===== config.mk =====
export PLATFORM = sky130hd
export DESIGN_NAME = if_id_skid_reg
export DESIGN_NICKNAME = d
export VERILOG_FILES = /design/src/rtl/if_id_skid_reg.sv
export SDC_FILE = /design/constraint.sdc
export NUM_CORES = 1
export LEC_CHECK = 0
export BUFFER_PORTS_ARGS = -buffer_cell sky130_fd_sc_hd__buf_4
export CAP_MARGIN = 20
export CORE_MARGIN = 2
export CORE_UTILIZATION = 50
export DETAILED_ROUTE_END_ITERATION = 12
export PLACE_DENSITY = 0.85
export SLEW_MARGIN = 20
export SYNTH_ARGS = -nofsm -noshare
export SYNTH_HDL_FRONTEND = slang
export SYNTH_SLANG_ARGS = --single-unit

===== constraint.sdc =====
create_clock -name clk -period 2.2 [get_ports clk]
set_input_delay 0.11 -clock clk [delete_from_list [all_inputs] [get_ports clk]]
set_output_delay 0.11 -clock clk [all_outputs]
set_load 0.005 [all_outputs]

===== src/rtl/if_id_skid_reg.sv =====
// rtl/if_id_skid_reg.sv - IF/ID 2-entry skid register between fetch and decode.
// Optional IFID_PCPLUS4_EN adds a registered pc_plus4_out alongside pc_out.
module if_id_skid_reg #(
    parameter int unsigned     XLEN      = 32,
    parameter logic [XLEN-1:0] RESET_PC  = '0,
    parameter logic [XLEN-1:0] NOP_INSTR = XLEN'(32'h0000_0013)
) (
    input  logic            clk,
    input  logic            reset,
    input  logic            in_valid,
    output logic            in_ready,
    input  logic [XLEN-1:0] pc_in,
    input  logic [XLEN-1:0] instr_in,
    input  logic            flush,
    output logic            out_valid,
    input  logic            out_ready,
    output logic [XLEN-1:0] pc_out,
`ifdef IFID_PCPLUS4_EN
    output logic [XLEN-1:0] pc_plus4_out,
`endif
    output logic [XLEN-1:0] instr_out
);

    typedef enum logic [1:0] {
        ST_EMPTY = 2'd0,
        ST_ONE   = 2'd1,
        ST_FULL  = 2'd2
    } state_t;

    state_t state_q, state_d;

    // Handshake outputs are kept as their own flops so neither side sees
    // a combinational decode of the state register.
    logic out_valid_q, out_valid_d;
    logic in_ready_q,  in_ready_d;

    logic [XLEN-1:0] main_pc_q,    main_pc_d;
    logic [XLEN-1:0] main_instr_q, main_instr_d;
    logic [XLEN-1:0] skid_pc_q,    skid_pc_d;
    logic [XLEN-1:0] skid_instr_q, skid_instr_d;

`ifdef IFID_PCPLUS4_EN
    localparam logic [XLEN-1:0] RESET_PC4 = RESET_PC + XLEN'(4);

    logic [XLEN-1:0] main_pc4_q, main_pc4_d;
    logic [XLEN-1:0] skid_pc4_q, skid_pc4_d;
    logic [XLEN-1:0] in_pc4;

    assign in_pc4 = pc_in + XLEN'(4);
`endif

    logic accept;
    logic pop;

    assign accept = in_valid & in_ready_q;
    assign pop    = out_valid_q & out_ready;

    always_comb begin
        state_d      = state_q;
        main_pc_d    = main_pc_q;
        main_instr_d = main_instr_q;
        skid_pc_d    = skid_pc_q;
        skid_instr_d = skid_instr_q;
`ifdef IFID_PCPLUS4_EN
        main_pc4_d   = main_pc4_q;
        skid_pc4_d   = skid_pc4_q;
`endif

        if (flush) begin
            // Redirect: drop held beats and the incoming one.
            state_d      = ST_EMPTY;
            main_pc_d    = RESET_PC;
            main_instr_d = NOP_INSTR;
            skid_pc_d    = '0;
            skid_instr_d = '0;
`ifdef IFID_PCPLUS4_EN
            main_pc4_d   = RESET_PC4;
            skid_pc4_d   = '0;
`endif
        end else begin
            case (state_q)
                ST_EMPTY: begin
                    if (accept) begin
                        state_d      = ST_ONE;
                        main_pc_d    = pc_in;
                        main_instr_d = instr_in;
`ifdef IFID_PCPLUS4_EN
                        main_pc4_d   = in_pc4;
`endif
                    end
                end
                ST_ONE: begin
                    if (accept && pop) begin
                        main_pc_d    = pc_in;
                        main_instr_d = instr_in;
`ifdef IFID_PCPLUS4_EN
                        main_pc4_d   = in_pc4;
`endif
                    end else if (accept) begin
                        state_d      = ST_FULL;
                        skid_pc_d    = pc_in;
                        skid_instr_d = instr_in;
`ifdef IFID_PCPLUS4_EN
                        skid_pc4_d   = in_pc4;
`endif
                    end else if (pop) begin
                        // main keeps the popped beat visible while empty
                        state_d = ST_EMPTY;
                    end
                end
                ST_FULL: begin
                    if (pop) begin
                        state_d      = ST_ONE;
                        main_pc_d    = skid_pc_q;
                        main_instr_d = skid_instr_q;
`ifdef IFID_PCPLUS4_EN
                        main_pc4_d   = skid_pc4_q;
`endif
                    end
                end
                default: begin
                    state_d = ST_EMPTY;
                end
            endcase
        end

        out_valid_d = (state_d != ST_EMPTY);
        in_ready_d  = (state_d != ST_FULL);
    end

    always_ff @(posedge clk or negedge reset) begin
        if (!reset) begin
            state_q      <= ST_EMPTY;
            out_valid_q  <= 1'b0;
            in_ready_q   <= 1'b1;
            main_pc_q    <= RESET_PC;
            main_instr_q <= NOP_INSTR;
            skid_pc_q    <= '0;
            skid_instr_q <= '0;
`ifdef IFID_PCPLUS4_EN
            main_pc4_q   <= RESET_PC4;
            skid_pc4_q   <= '0;
`endif
        end else begin
            state_q      <= state_d;
            out_valid_q  <= out_valid_d;
            in_ready_q   <= in_ready_d;
            main_pc_q    <= main_pc_d;
            main_instr_q <= main_instr_d;
            skid_pc_q    <= skid_pc_d;
            skid_instr_q <= skid_instr_d;
`ifdef IFID_PCPLUS4_EN
            main_pc4_q   <= main_pc4_d;
            skid_pc4_q   <= skid_pc4_d;
`endif
        end
    end

    assign out_valid = out_valid_q;
    assign in_ready  = in_ready_q;
    assign pc_out    = main_pc_q;
    assign instr_out = main_instr_q;
`ifdef IFID_PCPLUS4_EN
    assign pc_plus4_out = main_pc4_q;
`endif

endmodule


==> run summary, run 1 <==
======================================================================================================
Run status                                                                                finished clean
DRT Wirelength                                                                                16.89 mm
Peak fanout along the critical path                                                                 49
Launching element type of the critical path                                                   register
Starting utilization of the core area                                                           50.72%
Clock H-tree levels                                                                                  4
CP endpoint kind                                                                              register
TritonCTS sink count                                                                               132
Overall global routing resource usage                                                           26.48%
Net count after synthesis                                                                          679
Worst Tran Pin Value                                                                         0.7813 ns
Number of routed nets with antenna violations                                                        0
Remaining Overflow, GRT                                                                              0
First-pass iteration count of the detailed router                                                    5
Estimated wirelength of the detail-placed design                                              9.780 mm
Peak clock frequency supported by timing                                                    0.4753 GHz
Count of pins on the block boundary                                                                135
Area overhead of the layout relative to synthesis                                               38.99%
Clock transition at the register clock pins on the worst setup and hold paths after CTS        0.06 ns
Unrepaired setup endpoints after global routing                                                     no
Peak supply drop                                                                             0.6792 mV
Post-synthesis instance total                                                                      606
Portion of total power attributed to the clock network                                           34.2%
Antenna violations before repair                                                                     0
Final setup violation count                                                                          0
Final TNS setup                                                                                   0 ns
Largest net degree at the start of global routing                                                   76
Nets@finish                                                                                        856
Switching power                                                                               2.278 mW
Vias post-DR                                                                                     5,457
Post-Route Hold Slack                                                                       0.06962 ns
Count of routing violations after the opening detailed-route iteration                             564
Period Utilization, post-route                                                                  95.63%
Clock tree from TritonCTS                                                                          yes
Hold Vio Cnt, Final                                                                                  0
Internal cell power                                                                           5.420 mW
Fin Clk Skew                                                                               0.006940 ns
GP Congestion                                                                                   0.8501
Number of buffers inserted by post-CTS setup repair                                                  0
Logic gate share of total power                                                                  26.6%
Synthesized area per cell                                                                   9.970 um^2
Max-cap check violation count                                                                        0
Total leakage power                                                                           3.644 nW
Synth Cell Area                                                                              6042 um^2
PortBufs                                                                                           134
Total die area                                                                             12,980 um^2
First-pass GRT wire length                                                                    26.93 mm
Worst skew pair latency                                                                        0.42 ns
Share of power burned in registers                                                               39.1%
Cell row count                                                                                      40
Count of distinct cell types in the synthesized netlist                                             27
Register-to-register setup slack                                                                0.1 ns
Average wire per standard cell                                                                17.93 um
Fraction of layout cells with a size suffix above 1                                             23.40%
Required time worst endpoint                                                                   2.51 ns
Area of the core                                                                           11,910 um^2
Count of unresolved DRC violations after routing                                                     0
Number of warnings reported in the yosys synthesis log                                               0
Switching share of power                                                                        29.59%
Synthesized flop and latch total                                                                   132
Relative slew slack                                                                             47.91%
# fillers                                                                                          809
Buffer cell driving the clock tree root                                                      clkbuf_16
Diodes inserted                                                                                      0
Clock tree buffer depth                                                                              2
Minimum period implied by the final worst setup slack                                         2.104 ns
Commonest non-fill, non-tap cell in the layout                                                   buf_4
Worst min-delay path class                                                                primary input to register
Category of the most critical setup path                                                  register to register
Number of slew-limit violations in the final report                                                  0
Data arrival time at the worst-slack endpoint                                                  2.41 ns
Number of buffers created by CTS                                                                    17
Sequential share of the synthesized area                                                        54.75%
Top library cells by usage in the layout, fill and taps aside                             141 x buf_4, 133 x nand2_1, 128 x dfrtp_1
Horizontal die dimension                                                                      113.9 um
Power density of the placed cells                                                         916.7 nW/um^2
Detailed-route vias per instance                                                                 5.793
Via count of the first global-routing pass                                                       5,515
Vertical die dimension                                                                        113.9 um
======================================================================================================
[metrics by stage]
step / instance area (um^2) / std cells / power, mW / utilization (%) / setup slack (ns)
after floorplan: 6042 / 606 / 4.036 / - / 0.3286
after global placement: 7189 / 846 / 4.864 / 60.36 / 0.1962
after detailed placement: 7189 / 846 / 4.950 / 60.36 / 0.06002
after CTS: 8389 / 942 / 7.672 / 70.43 / 0.002634
after global routing: 8398 / 942 / 8.040 / 70.50 / 0.005699
final: 8398 / 942 / 7.699 / 70.50 / 0.09613
[per-layer routing]
| layer | GRT usage [%] | share of wire, % | up-vias |
|---|---|---|---|
| met2 | 45.87 | 52 | 255 |
| met5 | 0 | 0 | - |
| met4 | 11.06 | 2.4 | 0 |
| met1 | 31.85 | 40 | 2679 |
| li1 | - | - | 2482 |
| met3 | 6.111 | 6.0 | 41 |
[repair_timing]
item / CTS / global route
endpoints found under the hold margin: 98 / 0
resized for setup: 0 / 3
setup endpoints to repair: 0 / 42
hold buffers: 65 / 0
[final timing paths]
path                               from  depth (start not counted)         endpoint
max                          state_q[0]                          6       pc_out[29]
max in group asynchronous         reset                          3     instr_out[1]
min                               flush                          2  skid_instr_q[7]
min reg2reg                skid_pc_q[2]                          2     skid_pc_q[2]
max reg2reg                  state_q[0]                          6       pc_out[29]
min in group asynchronous         reset                          2       pc_out[27]
[worst max-delay path: stages (launching register included)]
cell and delay (ns):
dfrtp_1 0.42, inv_1 0.12, ha_1 0.29, or2_2 0.29
buf_6 0.40, a21oi_1 0.17, a211oi_1 0.29
[flip-flops by register name, indices dropped and copies added (netlist names)]
| signal | flops |
|---|---|
| skid_instr_q | 32 |
| instr_out | 32 |
| state_q | 2 |
| out_valid | 1 |
| skid_pc_q | 32 |
| in_ready | 1 |
| pc_out | 32 |
[layout make-up]
class	count	area, um^2	share of cell area [%]
Timing Repair Buffer	214	1852	22.05
Inverter	2	7.507	0.08939
Sequential cell	132	3308	39.39
Multi-Input combinational cell	416	2497	29.74
Tap cell	147	183.9	2.190
Clock buffer	26	499.2	5.945
Clock inverter	5	50.05	0.5959
[synthesized netlist by cell type, drive strengths merged]
cell type | n | area, um^2
nand2 | 133 | 499.2
dfrtp | 128 | 3203
a21oi | 126 | 630.6
a211oi | 64 | 480.5
mux2i | 64 | 640.6
clkbuf | 30 | 112.6
buf | 26 | 137.6
nor2 | 5 | 18.77
dfstp | 4 | 105.1
ha | 4 | 50.05
and2 | 3 | 18.77
nor2b | 3 | 18.77
inv | 2 | 7.510
o21ai | 2 | 10.01
or2 | 2 | 12.51
a21boi | 1 | 7.510
a221oi | 1 | 26.28
and3 | 1 | 6.260
maj3 | 1 | 10.01
nand3 | 1 | 5.000
nand4 | 1 | 6.260
o211a | 1 | 10.01
o21bai | 1 | 7.510
o32ai | 1 | 8.760
xnor2 | 1 | 8.760
[logic make-up (layout without fill, tap and decap cells)]
kind of cell	after synthesis	after routing	share of synthesized area (%)
AOI/OAI and AO/OA	197	197	19.55
muxes	64	64	10.60
and+or+nand+nor	149	149	9.692
xor gates and xnor gates	1	1	0.1450
DFF	132	132	54.75
buffers and inverters	58	247	4.266
adders and majority gates	5	5	0.9940
[power by group through the flow]
stage / clock [mW] / combinational, mW / sequential, mW
finish: 2.64 / 2.05 / 3.01
detailed placement: 0 / 1.91 / 3.04
floorplan: 0 / 1.03 / 3.01
global placement: 0 / 1.84 / 3.02
CTS: 2.65 / 2.01 / 3.01
global route: 2.77 / 2.22 / 3.05
Note: power is estimated with default switching activity, not from simulation.
==> run 2: changes to the inputs <==
--- a/config.mk
+++ b/config.mk
@@ -11,6 +11,7 @@
 export CORE_UTILIZATION = 50
 export DETAILED_ROUTE_END_ITERATION = 12
 export PLACE_DENSITY = 0.85
+export SETUP_SLACK_MARGIN = 0.5
 export SLEW_MARGIN = 20
 export SYNTH_ARGS = -nofsm -noshare
 export SYNTH_HDL_FRONTEND = slang
==> run summary, run 2 (synthesis gave the netlist of run 1 again) <==
======================================================================================================
Run status                                                                                finished clean
Horizontal die dimension                                                                      113.9 um   unchanged
# fillers                                                                                          648   -20%
Remaining Overflow, GRT                                                                              0   unchanged
Fraction of layout cells with a size suffix above 1                                             33.65%   +10 points
Peak clock frequency supported by timing                                                    0.4761 GHz   +0.17%
Highest layer used for signal routing                                                             met4
Area overhead of the layout relative to synthesis                                               59.60%
Detailed-route vias per instance                                                                 6.090   +5.1%
Peak supply drop                                                                             0.6711 mV   -1.2%
Min-Delay Path Depth                                                                                 2   unchanged
Area of the core                                                                           11,910 um^2   unchanged
Setup slack after placement                                                                  0.1533 ns   +0.09329 ns
Diodes inserted                                                                                      0   unchanged
TritonCTS sink count                                                                               132   unchanged
Estimated wirelength of the detail-placed design                                              9.831 mm   +0.53%
Vertical die dimension                                                                        113.9 um   unchanged
Reg2Reg Launch Point                                                                          in_ready
WHS Endpoint                                                                              skid_pc_q[26]
Final TNS setup                                                                                   0 ns   unchanged
Number of buffers created by CTS                                                                    17   unchanged
Via count of the first global-routing pass                                                       6,208   +13%
Total leakage power                                                                           4.149 nW   +14%
Nets@finish                                                                                        901   +5.3%
Unrepaired setup endpoints after global routing                                                    yes
Worst hold path startpoint                                                                       flush
Launching element type of the critical path                                                   register
First-pass GRT wire length                                                                    32.11 mm   +19%
Clock H-tree levels                                                                                  4   unchanged
Largest net degree at the start of global routing                                                  108   +42%
GP Congestion                                                                                   0.7985   -6.1%
Power density of the placed cells                                                         1001 nW/um^2   +9.2%
Total die area                                                                             12,980 um^2   unchanged
Vias post-DR                                                                                     6,017   +10%
Data arrival time at the worst-slack endpoint                                                  2.41 ns   about the same
Met3 routed WL                                                                                1.773 mm   +75%
Clock tree from TritonCTS                                                                          yes
Worst skew pair latency                                                                        0.43 ns   about the same
Length in cells of the worst reg-to-reg path                                                         7   +1
Worst Tran Pin Value                                                                         0.5599 ns   -0.2214 ns
First-pass iteration count of the detailed router                                                    7   +2
Overall global routing resource usage                                                           32.37%   +5.9 points
Count of routing violations after the opening detailed-route iteration                             622   +10%
Max-cap check violation count                                                                        0   unchanged
Peak fanout along the critical path                                                                  8   -84%
Top library cells by usage in the layout, fill and taps aside                             148 x buf_4, 133 x nand2_1, 128 x dfrtp_1
Clock tree buffer depth                                                                              2   unchanged
Cell row count                                                                                      40   unchanged
Commonest non-fill, non-tap cell in the layout                                                   buf_4
Final setup violation count                                                                          0   unchanged
Post-Route Hold Slack                                                                        0.1255 ns   +0.05586 ns
Fin Clk Skew                                                                                0.01034 ns   +0.003395 ns
Category of the most critical setup path                                                  register to register
Worst min-delay path class                                                                primary input to register
Number of slew-limit violations in the final report                                                  0   unchanged
Final core area utilization                                                                     80.96%   +10 points
Antenna violations before repair                                                                     0   unchanged
Period Utilization, post-route                                                                  95.47%   -0.16 points
Worst Setup Slack, final                                                                    0.09973 ns   +0.003600 ns
Average wire per standard cell                                                                22.87 um   +28%
Register-to-register setup slack                                                                0.1 ns   about the same
CP endpoint kind                                                                              register
Count of unresolved DRC violations after routing                                                     0   unchanged
Relative slew slack                                                                             62.67%   +15 points
Starting utilization of the core area                                                           50.72%   unchanged
Required time worst endpoint                                                                   2.51 ns   about the same
PortBufs                                                                                           134   unchanged
Minimum period implied by the final worst setup slack                                         2.100 ns   -0.003600 ns
Clock transition at the register clock pins on the worst setup and hold paths after CTS        0.06 ns   about the same
Detailed-route wire length on metal 1                                                         8.429 mm   +26%
Routed length on met2                                                                         11.60 mm   +32%
DRT Wirelength                                                                                22.59 mm   +34%
Number of routed nets with antenna violations                                                        0   unchanged
Buffer cell driving the clock tree root                                                      clkbuf_16
Hold Vio Cnt, Final                                                                                  0   unchanged
Count of pins on the block boundary                                                                135   unchanged
Critical register-to-register path endpoint                                               instr_out[7]
======================================================================================================
run 2: changes by cell type in the layout (fill, tap and decap cells not counted), sizes merged:
cell    before  now
clkbuf      26   31
buf        149  185
bufinv       1    6
clkinv       4    3
and2         3    4
run 2: final cells by class:
type	instances	area [um^2]	area share (%)
Clock inverter	9	195.2	2.024
Timing Repair Buffer	258	2666	27.65
Inverter	2	7.507	0.07785
Clock buffer	23	498.0	5.164
Tap cell	147	183.9	1.907
Sequential cell	132	3308	34.31
Multi-Input combinational cell	417	2784	28.87
run 2: metrics by stage:
step | cells | power (mW) | cell area [um^2]
after floorplan | 606 | 4.119 | 6126
after global placement | 845 | 4.907 | 7228
after detailed placement | 845 | 4.994 | 7228
after CTS | 977 | 9.235 | 9290
after global routing | 988 | 9.954 | 9643
final | 988 | 9.653 | 9643
run 2: repair_timing:
| item | CTS | global route |
|---|---|---|
| gates cloned | 11 | 9 |
| pin swaps | 14 | 20 |
| hold buffers | 65 | 0 |
| gates resized for setup | 56 | 26 |
| endpoints found under the setup margin | 131 | 131 |
| hold endpoints to repair | 96 | 0 |
| setup buffers | 24 | 2 |
run 2: worst max path at each step:
stage | start | to | slack [ns] | cells past startpoint
after floorplan | state_q[0] | instr_out[20] | 0.44 | 8
after global placement | state_q[1] | instr_out[0] | 0.26 | 7
after detailed placement | state_q[1] | instr_out[1] | 0.15 | 7
after CTS | state_q[1] | pc_out[26] | 0.31 | 8
after global routing | in_ready | instr_out[7] | 0.1 | 7
final | in_ready | instr_out[7] | 0.1 | 7
run 2: where the power goes:
group	switching, mW	internal [mW]	total [mW]	leakage, nW
clock network	1.06	2.27	3.34	0.343
registers	0.262	2.78	3.04	1.77
logic	1.57	1.71	3.28	2.04
total	2.90	6.76	9.65	4.15
run 2: worst max-delay path, cell delays in order (launching register included):
cell and delay [ns]:
dfstp_2 0.56, nand4_1 0.20, a221oi_4 0.40, buf_6 0.17
buf_6 0.13, buf_12 0.15, a21oi_1 0.08, a211oi_1 0.29
run 2: routing by layer:
layer	vias up	track usage, %
li1	2584	-
met4	0	14.07
met2	347	56.15
met1	3013	37.84
met5	-	0
met3	73	8.608
==> run 3: changes to the inputs <==
==> constraint.sdc (replaced) <==
create_clock -name clk -period 2.2 [get_ports clk]
set_input_delay 0.33 -clock clk [delete_from_list [all_inputs] [get_ports clk]]
set_output_delay 0.33 -clock clk [all_outputs]
set_load 0.005 [all_outputs]
==> run summary, run 3 (synthesis gave the netlist of run 1 again) <==
======================================================================================================
Run status                                                                                finished clean
Overall global routing resource usage                                                           27.44%   -4.9 points
Min-Delay Path Depth                                                                                 3   +1
Starting utilization of the core area                                                           50.72%   unchanged
Antenna violations before repair                                                                     0   unchanged
Vias post-DR                                                                                     5,491   -8.7%
Commonest non-fill, non-tap cell in the layout                                                   buf_4
Count of buffer and inverter cells on the critical path                                              6   +3
Peak per-stage delay on the critical path                                                      0.40 ns   -0.16 ns
Clock H-tree levels                                                                                  4   unchanged
Count of unresolved DRC violations after routing                                                     0   unchanged
Period Utilization, post-route                                                                  87.75%   -7.7 points
Detailed-route vias per instance                                                                 5.995   -1.6%
Count of pins on the block boundary                                                                135   unchanged
Fin Clk Skew                                                                               0.004408 ns   -0.005928 ns
Unrepaired setup endpoints after global routing                                                    yes
Register-to-register setup slack                                                               0.27 ns   +0.17 ns
Data arrival time at the worst-slack endpoint                                                  2.28 ns   -0.13 ns
Cells along the critical path                                                             buf_6 > ha_4 > a221oi_4 > buf_4 > buf_6 > buf_6 > buf_16 > buf_4 > a21oi_2 > a211oi_2
Clock transition at the register clock pins on the worst setup and hold paths after CTS        0.06 ns   about the same
Share of power burned in registers                                                               33.7%   +2.2 points
DRT Wirelength                                                                                18.62 mm   -18%
Final core area utilization                                                                     73.52%   -7.4 points
Worst Setup Slack, final                                                                     0.2694 ns   +0.1697 ns
Via count of the first global-routing pass                                                       5,423   -13%
Power density of the placed cells                                                         1027 nW/um^2   +2.6%
Switching share of power                                                                        29.40%   -0.61 points
Top cell family by delay on the critical path                                             buffers and inverters
Fraction of layout cells with a size suffix above 1                                             36.15%   +2.5 points
CP endpoint kind                                                                              register
Area of the core                                                                           11,910 um^2   unchanged
Critical register-to-register path endpoint                                                 pc_out[16]
Buffer cell driving the clock tree root                                                      clkbuf_16
PortBufs                                                                                           134   unchanged
TritonCTS sink count                                                                               132   unchanged
Peak clock frequency supported by timing                                                    0.5180 GHz   +8.8%
Logic gate share of total power                                                                  31.1%   -2.8 points
Largest net degree at the start of global routing                                                   84   -22%
Estimated wirelength of the detail-placed design                                              9.983 mm   +1.5%
Remaining Overflow, GRT                                                                              0   unchanged
Worst skew pair latency                                                                        0.43 ns   about the same
Portion of total power attributed to the clock network                                           35.2%   +0.6 points
Number of routed nets with antenna violations                                                        0   unchanged
Minimum period implied by the final worst setup slack                                         1.931 ns   -0.1697 ns
# fillers                                                                                          777   +20%
Final TNS setup                                                                                   0 ns   unchanged
Vertical die dimension                                                                        113.9 um   unchanged
Hold Vio Cnt, Final                                                                                  0   unchanged
Launching element type of the critical path                                                   register
Count of placed standard cells including taps                                                      846   +0.12%
GP Congestion                                                                                   0.8214   +2.9%
Peak supply drop                                                                             0.5887 mV   -12%
Horizontal die dimension                                                                      113.9 um   unchanged
Launch point of the worst path                                                              state_q[1]
Internal cell power                                                                           6.350 mW   -6.0%
Number of buffers created by CTS                                                                    17   unchanged
Length in cells of the worst reg-to-reg path                                                        10   +3
Switching power                                                                               2.644 mW   -8.7%
Number of slew-limit violations in the final report                                                  0   unchanged
Final cell count without fillers                                                                   916   -7.3%
Nets@finish                                                                                        829   -8.0%
Worst Tran Pin Value                                                                         0.6384 ns   +0.07852 ns
Peak fanout along the critical path                                                                  8   unchanged
Cell row count                                                                                      40   unchanged
First-pass GRT wire length                                                                    27.43 mm   -15%
Category of the most critical setup path                                                  register to register
Top library cells by usage in the layout, fill and taps aside                             153 x buf_4, 132 x nand2_1, 127 x dfrtp_1
Count of routing violations after the opening detailed-route iteration                             473   -24%
Logic depth of the worst path, buffers included                                                     10   +3
Total die area                                                                             12,980 um^2   unchanged
Post-route cell area                                                                         8757 um^2   -9.2%
Clock tree buffer depth                                                                              2   unchanged
Total leakage power                                                                           3.774 nW   -9.0%
Clock tree from TritonCTS                                                                          yes
Most common cell on crit path                                                                    buf_6
Area overhead of the layout relative to synthesis                                               44.94%
Diodes inserted                                                                                      0   unchanged
Destination of the critical timing path                                                     pc_out[16]
Total chip power                                                                              8.994 mW   -6.8%
First-pass iteration count of the detailed router                                                    5   -2
Placed instance area                                                                         7298 um^2   +0.97%
Critical path's slowest cell                                                                   dfrtp_1
Final setup violation count                                                                          0   unchanged
Relative slew slack                                                                             57.44%   -5.2 points
Required time worst endpoint                                                                   2.54 ns   +0.03 ns
Worst min-delay path class                                                                primary input to register
Reg2Reg Launch Point                                                                        state_q[1]
Average wire per standard cell                                                                20.33 um   -11%
Max-cap check violation count                                                                        0   unchanged
Setup slack after placement                                                                  0.1506 ns   -0.002658 ns
Post-Route Hold Slack                                                                        0.1509 ns   +0.02538 ns
======================================================================================================
## run 3: changes by cell type in the layout (fill, tap and decap cells not counted), sizes merged
| cell | previous run | this run |
|---|---|---|
| buf | 185 | 179 |
| dlygate4sd3 | 65 | 1 |
| clkinvlp | 0 | 1 |
| bufinv | 6 | 5 |
| clkbuf | 31 | 28 |
| and3 | 1 | 2 |
## run 3: area by class of cell
cell class | count | area [um^2] | area share [%]
clock inverters | 9 | 172.7 | 1.972
clock buffers | 23 | 488.0 | 5.572
repair buffers | 185 | 1829 | 20.89
flip-flops and latches | 132 | 3309 | 37.79
well taps | 147 | 183.9 | 2.100
inverters | 2 | 10.01 | 0.1143
multi-input cells | 418 | 2764 | 31.56
## run 3: power by group through the flow
stage	clock [mW]	sequential [mW]	combinational [mW]
2_1_floorplan	0	3.01	1.11
3_3_place_gp	0	3.01	1.93
3_5_place_dp	0	3.03	2.00
4_1_cts	3.19	3.01	2.54
5_1_grt	3.31	3.06	2.98
6_report	3.17	3.03	2.80
## run 3: worst min-delay path by stage
stage / from / to / slack [ns]
CTS: instr_in[7] / skid_instr_q[7] / 0.15
floorplan: reset / instr_out[10] / 0.03
global placement: reset / skid_pc_q[24] / 0.37
finish: pc_in[29] / skid_pc_q[29] / 0.15
detailed placement: reset / skid_pc_q[25] / 0.38
global route: pc_in[6] / skid_pc_q[6] / 0.15
## run 3: repair_timing
action,in CTS,in global routing
buffers inserted,14,9
setup endpoints to repair,120,120
hold endpoints to repair,43,0
pin swaps,31,11
hold buffers,1,0
gates resized for setup,39,25
cloned,7,7
## run 3: tightest hold or removal path: cells and delay by family
kind                   cells  cell delay, ns
buffers and inverters      1            0.11
AOI/OAI and AO/OA          1            0.05
and+or+nand+nor            1            0.05
## run 3: routing by layer
layer,global-route usage [%],share of wire [%]
met1,32.68,40
met2,45.83,50
met3,8.820,7.3
met4,11.79,2.5
met5,0,0
